$ cat src/rtl/gate_vector_sequencer_if.sv
// Signal bundle between the gate-vector sequencer and its surroundings:
// run control, stimulus to the gates block, its responses and the result report.
interface gate_vector_sequencer_if #(
  parameter int CNT_W = 4
);
  logic             start;
  logic             abort;
  logic             t0;
  logic             t1;
  logic             t2;
  logic             a;
  logic             b;
  logic             c;
  logic [2:0]       vec_idx;
  logic             busy;
  logic             done;
  logic             pass;
  logic [CNT_W-1:0] err_count;
  logic [2:0]       first_err_vec;
  logic             first_err_valid;

  modport master (
    input  start, abort, t0, t1, t2,
    output a, b, c, vec_idx, busy, done, pass,
           err_count, first_err_vec, first_err_valid
  );

  modport slave (
    output start, abort, t0, t1, t2,
    input  a, b, c, vec_idx, busy, done, pass,
           err_count, first_err_vec, first_err_valid
  );
endinterface

$ cat src/rtl/gate_vector_sequencer.sv
// Steps a,b,c through all eight combinations, holds each for HOLD_CYCLES,
// and checks the returned AND/OR/NOT outputs against the truth table.
module gate_vector_sequencer #(
  parameter int HOLD_CYCLES = 4,
  parameter int CNT_W       = 4
) (
  input logic                     clk,
  input logic                     rst,
  gate_vector_sequencer_if.master bus_io
);

  typedef enum logic [1:0] {
    S_IDLE = 2'd0,
    S_RUN  = 2'd1,
    S_DONE = 2'd2
  } state_t;

  localparam logic [7:0] HOLD_LAST = 8'(HOLD_CYCLES - 1);

  state_t           state_q, state_d;
  logic [2:0]       vec_q, vec_d;
  logic [7:0]       hold_q, hold_d;
  logic [2:0]       abc_q, abc_d;
  logic [CNT_W-1:0] err_q, err_d;
  logic [2:0]       fvec_q, fvec_d;
  logic             fvalid_q, fvalid_d;

  logic             sample;
  logic             mismatch;
  logic             busy_o;
  logic             done_o;

  // An abort on the sampling edge discards that vector's comparison.
  assign sample   = (state_q == S_RUN) && (hold_q == HOLD_LAST) && !bus_io.abort;
  assign mismatch = (bus_io.t0 != (abc_q[2] & abc_q[1])) ||
                    (bus_io.t1 != (abc_q[2] | abc_q[1])) ||
                    (bus_io.t2 != ~abc_q[0]);

  always_ff @(posedge clk or posedge rst) begin
    if (rst) begin
      state_q <= S_IDLE;
    end else begin
      state_q <= state_d;
    end
  end

  always_comb begin
    state_d = state_q;
    case (state_q)
      S_IDLE, S_DONE: begin
        if (bus_io.abort) begin
          state_d = S_IDLE;
        end else if (bus_io.start) begin
          state_d = S_RUN;
        end
      end
      S_RUN: begin
        if (bus_io.abort) begin
          state_d = S_IDLE;
        end else if (sample && (vec_q == 3'd7)) begin
          state_d = S_DONE;
        end
      end
      default: state_d = S_IDLE;
    endcase
  end

  always_comb begin
    busy_o = (state_q == S_RUN);
    done_o = (state_q == S_DONE);
  end

  always_comb begin
    vec_d    = vec_q;
    hold_d   = hold_q;
    err_d    = err_q;
    fvec_d   = fvec_q;
    fvalid_d = fvalid_q;
    case (state_q)
      S_RUN: begin
        if (bus_io.abort) begin
          vec_d  = 3'd0;
          hold_d = 8'd0;
        end else if (sample) begin
          hold_d = 8'd0;
          if (vec_q != 3'd7) begin
            vec_d = vec_q + 3'd1;
          end
          if (mismatch) begin
            if (err_q != {CNT_W{1'b1}}) begin
              err_d = err_q + 1'b1;
            end
            if (!fvalid_q) begin
              fvec_d   = vec_q;
              fvalid_d = 1'b1;
            end
          end
        end else begin
          hold_d = hold_q + 8'd1;
        end
      end
      default: begin
        if (bus_io.abort) begin
          vec_d  = 3'd0;
          hold_d = 8'd0;
        end else if (bus_io.start) begin
          vec_d    = 3'd0;
          hold_d   = 8'd0;
          err_d    = '0;
          fvec_d   = 3'd0;
          fvalid_d = 1'b0;
        end
      end
    endcase
    // Stimulus tracks the vector index only while running; zero elsewhere.
    abc_d = (state_d == S_RUN) ? vec_d : 3'd0;
  end

  always_ff @(posedge clk or posedge rst) begin
    if (rst) begin
      vec_q    <= 3'd0;
      hold_q   <= 8'd0;
      abc_q    <= 3'd0;
      err_q    <= '0;
      fvec_q   <= 3'd0;
      fvalid_q <= 1'b0;
    end else begin
      vec_q    <= vec_d;
      hold_q   <= hold_d;
      abc_q    <= abc_d;
      err_q    <= err_d;
      fvec_q   <= fvec_d;
      fvalid_q <= fvalid_d;
    end
  end

  assign bus_io.a               = abc_q[2];
  assign bus_io.b               = abc_q[1];
  assign bus_io.c               = abc_q[0];
  assign bus_io.vec_idx         = vec_q;
  assign bus_io.busy            = busy_o;
  assign bus_io.done            = done_o;
  assign bus_io.pass            = done_o && (err_q == '0);
  assign bus_io.err_count       = err_q;
  assign bus_io.first_err_vec   = fvec_q;
  assign bus_io.first_err_valid = fvalid_q;

endmodule
$ cat src/flat_wrapper.sv
// flat-port wrapper written by rule: the top's interface ports become plain ports
module gate_vector_sequencer_flat 
#(
  parameter int HOLD_CYCLES = 4,
  parameter int CNT_W       = 4
)
  (clk, rst, bus_io_start, bus_io_abort, bus_io_t0, bus_io_t1, bus_io_t2, bus_io_a, bus_io_b, bus_io_c, bus_io_vec_idx, bus_io_busy, bus_io_done, bus_io_pass, bus_io_err_count, bus_io_first_err_vec, bus_io_first_err_valid);
  gate_vector_sequencer_if #(.CNT_W(CNT_W)) bus_io_i ();
  input logic clk;
  input logic rst;
  input wire logic [$bits(bus_io_i.start)-1:0] bus_io_start;
  input wire logic [$bits(bus_io_i.abort)-1:0] bus_io_abort;
  input wire logic [$bits(bus_io_i.t0)-1:0] bus_io_t0;
  input wire logic [$bits(bus_io_i.t1)-1:0] bus_io_t1;
  input wire logic [$bits(bus_io_i.t2)-1:0] bus_io_t2;
  output wire logic [$bits(bus_io_i.a)-1:0] bus_io_a;
  output wire logic [$bits(bus_io_i.b)-1:0] bus_io_b;
  output wire logic [$bits(bus_io_i.c)-1:0] bus_io_c;
  output wire logic [$bits(bus_io_i.vec_idx)-1:0] bus_io_vec_idx;
  output wire logic [$bits(bus_io_i.busy)-1:0] bus_io_busy;
  output wire logic [$bits(bus_io_i.done)-1:0] bus_io_done;
  output wire logic [$bits(bus_io_i.pass)-1:0] bus_io_pass;
  output wire logic [$bits(bus_io_i.err_count)-1:0] bus_io_err_count;
  output wire logic [$bits(bus_io_i.first_err_vec)-1:0] bus_io_first_err_vec;
  output wire logic [$bits(bus_io_i.first_err_valid)-1:0] bus_io_first_err_valid;
  assign bus_io_i.start = bus_io_start;
  assign bus_io_i.abort = bus_io_abort;
  assign bus_io_i.t0 = bus_io_t0;
  assign bus_io_i.t1 = bus_io_t1;
  assign bus_io_i.t2 = bus_io_t2;
  assign bus_io_a = bus_io_i.a;
  assign bus_io_b = bus_io_i.b;
  assign bus_io_c = bus_io_i.c;
  assign bus_io_vec_idx = bus_io_i.vec_idx;
  assign bus_io_busy = bus_io_i.busy;
  assign bus_io_done = bus_io_i.done;
  assign bus_io_pass = bus_io_i.pass;
  assign bus_io_err_count = bus_io_i.err_count;
  assign bus_io_first_err_vec = bus_io_i.first_err_vec;
  assign bus_io_first_err_valid = bus_io_i.first_err_valid;
  gate_vector_sequencer #(.HOLD_CYCLES(HOLD_CYCLES), .CNT_W(CNT_W)) u_core (.clk(clk), .rst(rst), .bus_io(bus_io_i));
endmodule
$ cat config.mk
export PLATFORM = sky130hd
export DESIGN_NAME = gate_vector_sequencer_flat
export DESIGN_NICKNAME = d
export VERILOG_FILES = /design/src/rtl/gate_vector_sequencer_if.sv /design/src/rtl/gate_vector_sequencer.sv /design/src/flat_wrapper.sv
export SDC_FILE = /design/constraint.sdc
export NUM_CORES = 1
export LEC_CHECK = 0
export BUFFER_PORTS_ARGS = -buffer_cell sky130_fd_sc_hd__buf_2
export CAP_MARGIN = 10
export CORE_UTILIZATION = 55
export DETAILED_ROUTE_END_ITERATION = 8
export PLACE_DENSITY = 0.81
export SKIP_CTS_REPAIR_TIMING = 1
export SYNTH_ARGS = -nofsm -noshare
export SYNTH_HDL_FRONTEND = slang
export SYNTH_SLANG_ARGS = --single-unit
$ cat constraint.sdc
create_clock -name clk -period 4.35 [get_ports clk]
set_input_delay 0.435 -clock clk [delete_from_list [all_inputs] [get_ports clk]]
set_output_delay 0.435 -clock clk [all_outputs]
set_load 0.01 [all_outputs]
# Yosys cells after proc, flatten, opt, wreduce, memory -nomap -nowiden
# Cells that the tools add are included.
dict set report classes {
  mux 37
  n_eq_ne 14
  reduce_logical 15
  add_sub_neg 3
  bitwise 4
}
# cell n
set ops {}
lappend ops {{$mux 3} 14}
lappend ops {{$mux 8} 5}
lappend ops {{$mux 4} 7}
lappend ops {{$reduce_and 5->1} 2}
lappend ops {{$add 8x1->8 const B} 1}
lappend ops {{$eq 8x2->1 const B} 1}
lappend ops {{$mux 2} 4}
lappend ops {{$mux 1} 6}
lappend ops {{$ne 2x1->1 const B} 3}
lappend ops {{$add 4x1->4 const B} 1}
lappend ops {{$eq 2x1->1 const B} 2}
lappend ops {{$logic_and 1x1->1} 4}
lappend ops {{$logic_not 4->1} 1}
lappend ops {{$ne 4x4->1 const B} 1}
lappend ops {{$pmux 2 s2} 1}
lappend ops {{$reduce_and 4->1} 1}
lappend ops {{$add 3x1->3 const B} 1}
lappend ops {{$eq 3x3->1 const B} 1}
lappend ops {{$ne 1x1->1} 3}
lappend ops {{$ne 3x3->1 const B} 1}
lappend ops {{$reduce_bool 3->1} 1}
lappend ops {{$eq 2x2->1 const B} 1}
lappend ops {{$logic_not 2->1} 1}
lappend ops {{$logic_or 1x1->1} 2}
lappend ops {{7 further kinds} 8}
dict set report totals {
  in_bits 7
  elab_cells 80
  out_inout_bits 17
  register_bits 24
}

# Logic depth before layout (Yosys ltp)
dict set report depth {
  depth_word 9
  depth_mapped 5
  depth_no_buf 5
}

# Least setup slack after synthesis
# Ideal clock, no wire load.
dict set report synth_timing {
  path_type {flip-flop to flip-flop}
  startpoint {register u_core.hold_q[0]}
  endpoint {register u_core.fvec_q[0], in the netlist u_core.bus_io.first_err_vec[0]}
  required_time_ps 4222
  path_buffers 0
  arrival_ps 1721
  path_slack_ps 2501
  period_less_slack_ps 1849
  setup_ps 128
  stages_incl_launch_ff 6
  path_cell_list {dfrtp_1 -> ha_1 -> or4b_4 -> nor3_4 -> o211ai_2 -> mux2_1}
}
dict set report synth_via {
  elab_chain_len 5
}
# item line
set synth_rtl {}
lappend synth_rtl {{from (decl)} gate_vector_sequencer.sv:22} ;# logic [7:0] hold_q, hold_d;
lappend synth_rtl {{from (signal assigned)} gate_vector_sequencer.sv:129} ;# hold_q <= hold_d;
lappend synth_rtl {{$eq 8x2->1} gate_vector_sequencer.sv:34} ;# assign sample = (state_q == S_RUN) && (hold_q == HOLD_LAST) && !bus_io.abort;
lappend synth_rtl {{$logic_and 1x1->1 (2 in a row)} gate_vector_sequencer.sv:34}
lappend synth_rtl {{$ne 2x1->1 (no source line)} -}
lappend synth_rtl {{$reduce_and 5->1 (no source line)} -}
lappend synth_rtl {{to (signal assigned)} gate_vector_sequencer.sv:132} ;# fvec_q <= fvec_d;
lappend synth_rtl {{to (decl)} gate_vector_sequencer.sv:25} ;# logic [2:0] fvec_q, fvec_d;
# Every way passes these cells.
# A chain may end at the register's enable or synchronous reset.

# Worst setup path in the final report
dict set report layout_timing {
  startpoint {register u_core.state_q[0]}
  endpoint {register u_core.abc_q[1]}
}
dict set report layout_via {
  elab_chain_len 9
  word_cells_on_any_way 17
  classes_between {3 x eq/ne; 9 x mux; 5 x reduce/logical}
}
# item line
set layout_rtl {}
lappend layout_rtl {{from (decl)} gate_vector_sequencer.sv:20} ;# state_t state_q, state_d;
lappend layout_rtl {{from (signal assigned)} gate_vector_sequencer.sv:43} ;# state_q <= state_d;
lappend layout_rtl {{$eq 2x1->1} {gate_vector_sequencer.sv:34, gate_vector_sequencer.sv:49, gate_vector_sequencer.sv:79}}
lappend layout_rtl {{$logic_and 1x1->1 (2 in a row)} gate_vector_sequencer.sv:34}
lappend layout_rtl {{$logic_and 1x1->1} gate_vector_sequencer.sv:60} ;# end else if (sample && (vec_q == 3'd7)) begin
lappend layout_rtl {{$mux 2} gate_vector_sequencer.sv:60}
lappend layout_rtl {{$mux 2} gate_vector_sequencer.sv:58} ;# if (bus_io.abort) begin
lappend layout_rtl {{$pmux 2 s2} gate_vector_sequencer.sv:49} ;# case (state_q)
lappend layout_rtl {{$eq 2x1->1} gate_vector_sequencer.sv:116} ;# abc_d = (state_d == S_RUN) ? vec_d : 3'd0;
lappend layout_rtl {{$mux 3 *} gate_vector_sequencer.sv:116}
lappend layout_rtl {{net u_core.abc_d[1]} gate_vector_sequencer.sv:23} ;# logic [2:0] abc_q, abc_d;
lappend layout_rtl {{to (signal assigned)} gate_vector_sequencer.sv:123} ;# abc_q <= 3'd0;
lappend layout_rtl {{to (signal assigned)} gate_vector_sequencer.sv:130} ;# abc_q <= abc_d;
lappend layout_rtl {{to (decl)} gate_vector_sequencer.sv:23}
# Mark *: on every way through the listed nets, which the timed path passes. The rest lies on a longest branch.

==> metrics.md <==
| Metric | Value |
|---|---|
| Outcome | finished, final reports clean |
| Syn Inst Count | between 100 and 150 |
| Worst Path Required | approximately 4600 ps |
| Crit end category | flip-flop |
| Logic pwr share | 0.083 |
| Slowest Stage Delay on Critical Path | just over 800 ps |
| CTS tree | done |
| Share of the core filled with cells | 0.6787 |
| Element type at the critical path start | flip-flop |
| P_sw | approximately 0.094 mW |
| Fin Setup TNS | 0 ps |
| Layout area overhead | 13.45% |
| Die width | between 50 and 60 um |
| Asr flop ratio synth | 1.000 |
| Internal power | between 0.2 and 0.3 mW |
| IO Count | 24 |
| Largest net degree at the start of global routing | 25 |
| Core Rows | 17 |
| Post-DP HPWL | between 2 and 2.5 mm |
| # fillers | ~180 |
| Switching Share | 0.2472 |
| Diode count | 0 |
| Die Area | between 2000 and 3000 um^2 |
| First-pass GRT wire length | 4.843 mm |
| Initial antenna violation count | 0 |
| Pwr Density | 248.1 nW/um^2 |
| Final hold slack | about 270 ps |
| Worst EP arrival | approximately 2400 ps |
| Total GRT Usage | 0.2542 |
| Top cell type's share of synthesized area | 0.4453 |
| Critical Path, Cell by Cell | nand2b_1, inv_1, nor3_1, o21ai_0, a21oi_1 |
| Slowest CP cell | nor3_1 |
| Largest cells by area after synthesis | dfrtp_1 45%, ha_1 3.7%, mux2_1 3.3%, a21oi_1 3.0%, mux2i_1 3.0% |
| Total core area | 2255 um^2 |
| Final setup violation count | 0 |
| # DRC | 0 |
| Seq/Total Area, Yosys | 0.4453 |
| Clock network fraction of total power | 0.319 |
| Clk_lat worst skew | roughly 320 ps |
| Syn nets | between 100 and 150 |
| H-tree levels | 1 |
| Pleak | approximately 0.77 nW |
| CTS buffer count | 3 |
| Slew margin rel. | 0.2912 |
| Root Driver | clkbuf_4 |
| First drt pass iteration count | 4 |
| Final hold vios | 0 |
| Cell Area, Synth | about 1300 um^2 |
| Initial Util | 0.5982 |
| Final WL | roughly 3 mm |
| Vias in the first global route | 1069 |
| CTS sink count | 24 |
| Area leader, netlist | dfrtp_1 |
| RSZ-0062 raised after global routing | no |
| Sequential share of power | 0.598 |
| Yosys cell types | 40 |
| Hold Path Class | primary input to async pin |
| Max Fclk | approximately 480 MHz |
| Crit path kind | flip-flop to flip-flop |
| Layout cells sized above 1 | 0.2112 |
| Fin crit period | between 2000 and 2500 ps |
| Top_reg_cell synth | dfrtp_1 |
| Post-DR vias/cell | ~6.0 |
| Global placer's final weighted congestion | approximately 0.84 |
| Max cap viols | 0 |
| Register bit total from synthesis | 24 |
| Layout Skew | 3.445 ps |
| Reg2reg path depth | 5 |
| Post-route antenna net violation count | 0 |
| Max VDD drop | between 0.2 and 0.25 mV |
| Via count | 1139 |
| Port bufs | 23 |
| Syn Area/Cell | between 9 and 10 um^2 |
| 1st-iter DRT viols | 53 |
| Tcrit/Tclk final | 0.4829 |
| Slew Limit Fails | 0 |
| Actual slew at the worst max-slew pin | around 1100 ps |
| Nets | between 150 and 200 |
| Crit path max fanout | 10 |
| Clock buffer depth | 2 |
| Total gr overflow | 0 |
| Per-cell routed wire length | about 15 um |
| Post-synth EDFFs | 0 |
| Yosys warns | 0 |
| Die Height | just over 50 um |
| Clock-pin slew reported for the worst setup and hold paths after clock tree synthesis | 130 ps |
[per-stage QoR]
| stage | instance area, um^2 | worst slack (ps) | cells | total power [mW] |
|---|---|---|---|---|
| floorplan | 1349 | 2501 | 135 | 0.2519 |
| global placement | 1494 | 2347 | 185 | 0.2610 |
| detailed placement | 1494 | 2319 | 185 | 0.2627 |
| CTS | 1530 | 2304 | 189 | 0.3786 |
| global route | 1530 | 2139 | 189 | 0.3904 |
| finish | 1530 | 2249 | 189 | 0.3796 |
[power groups by stage]
| stage | Combinational (mW) | Sequential, mW | Clock (mW) |
|---|---|---|---|
| 3_3_place_gp | 0.0300 | 0.231 | 0 |
| 2_1_floorplan | 0.0212 | 0.231 | 0 |
| 5_1_grt | 0.0359 | 0.227 | 0.127 |
| 6_report | 0.0317 | 0.227 | 0.121 |
| 3_5_place_dp | 0.0315 | 0.231 | 0 |
| 4_1_cts | 0.0318 | 0.227 | 0.120 |
[cell usage after synthesis (2+ instances only)]
library cell	n
a31oi_1	2
nor2b_1	5
o211ai_1	3
nor4_1	2
nand3_1	4
o21ai_0	6
a211oi_1	2
a21oi_1	8
ha_1	4
xnor2_1	3
mux2_1	4
or3_1	5
dfrtp_1	24
mux2i_1	4
a22o_1	2
nor3_1	5
and3_1	2
nor2_1	9
nand2b_1	3
and2_1	2
nand2_1	9
inv_1	9
[worst max-delay path: cells and delay by family, from the launching register on]
kind / cells / cell delay (ps)
buffers and inverters: 1 / 120
and+or+nand+nor: 2 / 980
AOI/OAI and AO/OA: 2 / 500
DFF: 1 / 430
[layer usage]
layer,global-route usage,up-vias,routed length [um]
met1,0.3340,541,1281
li1,-,547,-
met3,0.03801,7,151
met5,0,-,0
met2,0.4264,44,1450
met4,0.09009,0,45
[layout by cell type, fill, tap and decap left out, types with 2 or more instances in the layout]
master | Yosys | routed
nor2_1 | 9 | 9
dfrtp_1 | 24 | 24
buf_2 | 1 | 23
a21oi_1 | 8 | 8
o21ai_0 | 6 | 6
mux2i_1 | 4 | 4
nor3_1 | 5 | 5
nor2b_1 | 5 | 5
nand3_1 | 4 | 4
nor4_1 | 2 | 2
a22o_1 | 2 | 2
and3_1 | 2 | 2
inv_1 | 9 | 9
nand2_1 | 9 | 9
o211ai_1 | 3 | 3
xnor2_1 | 3 | 3
and2_1 | 2 | 2
mux2_1 | 4 | 4
ha_1 | 4 | 4
clkbuf_4 | 0 | 3
nand2b_1 | 3 | 3
a211oi_1 | 2 | 2
a31oi_1 | 2 | 2
or3_1 | 5 | 5
[cell families (layout without fill, tap and decap cells)]
logic type	count (synthesis)	in the layout	synth area share
AOI/OAI and AO/OA	32	32	0.1679
xor gates and xnor gates	3	3	0.01948
adders and majority gates	4	4	0.03711
buffers and inverters	10	36	0.02875
DFF	24	24	0.4453
muxes	9	9	0.07143
and+or+nand+nor	53	53	0.2301
[path summary, 6_finish.rpt]
check                                                  start                            to  slack (ps)
worst max-delay path             u_core.state_q[0]$_DFF_PP0_     u_core.abc_q[1]$_DFF_PP0_        2250
worst min-delay path                                     rst   u_core.state_q[0]$_DFF_PP0_         270
worst max register to register   u_core.state_q[0]$_DFF_PP0_     u_core.abc_q[1]$_DFF_PP0_        2250
worst min register to register  u_core.hold_q[7]$_DFFE_PP0P_  u_core.hold_q[7]$_DFFE_PP0P_         550
max in group asynchronous                                rst  u_core.hold_q[5]$_DFFE_PP0P_        3530
min in group clk                                bus_io_abort   u_core.state_q[1]$_DFF_PP0_         330
[layout make-up]
| class | count | area (um^2) | share of cell area |
|---|---|---|---|
| inverter | 9 | 33.78 | 0.02208 |
| sequential | 24 | 600.6 | 0.3925 |
| multi-input combinational | 101 | 709.4 | 0.4636 |
| tap | 28 | 35.03 | 0.02289 |
| timing repair buffer | 23 | 115.1 | 0.07522 |
| clock buffer | 4 | 36.28 | 0.02371 |
[sequential cells by signal, indices dropped and copies added, names as in the netlist]
signal	count
u_core.hold_q	8
u_core.bus_io.err_count	4
u_core.abc_q	3
u_core.bus_io.first_err_vec	3
u_core.bus_io.vec_idx	3
u_core.state_q	2
u_core.bus_io.first_err_valid	1
Note: power is estimated with default switching activity, not from simulation.
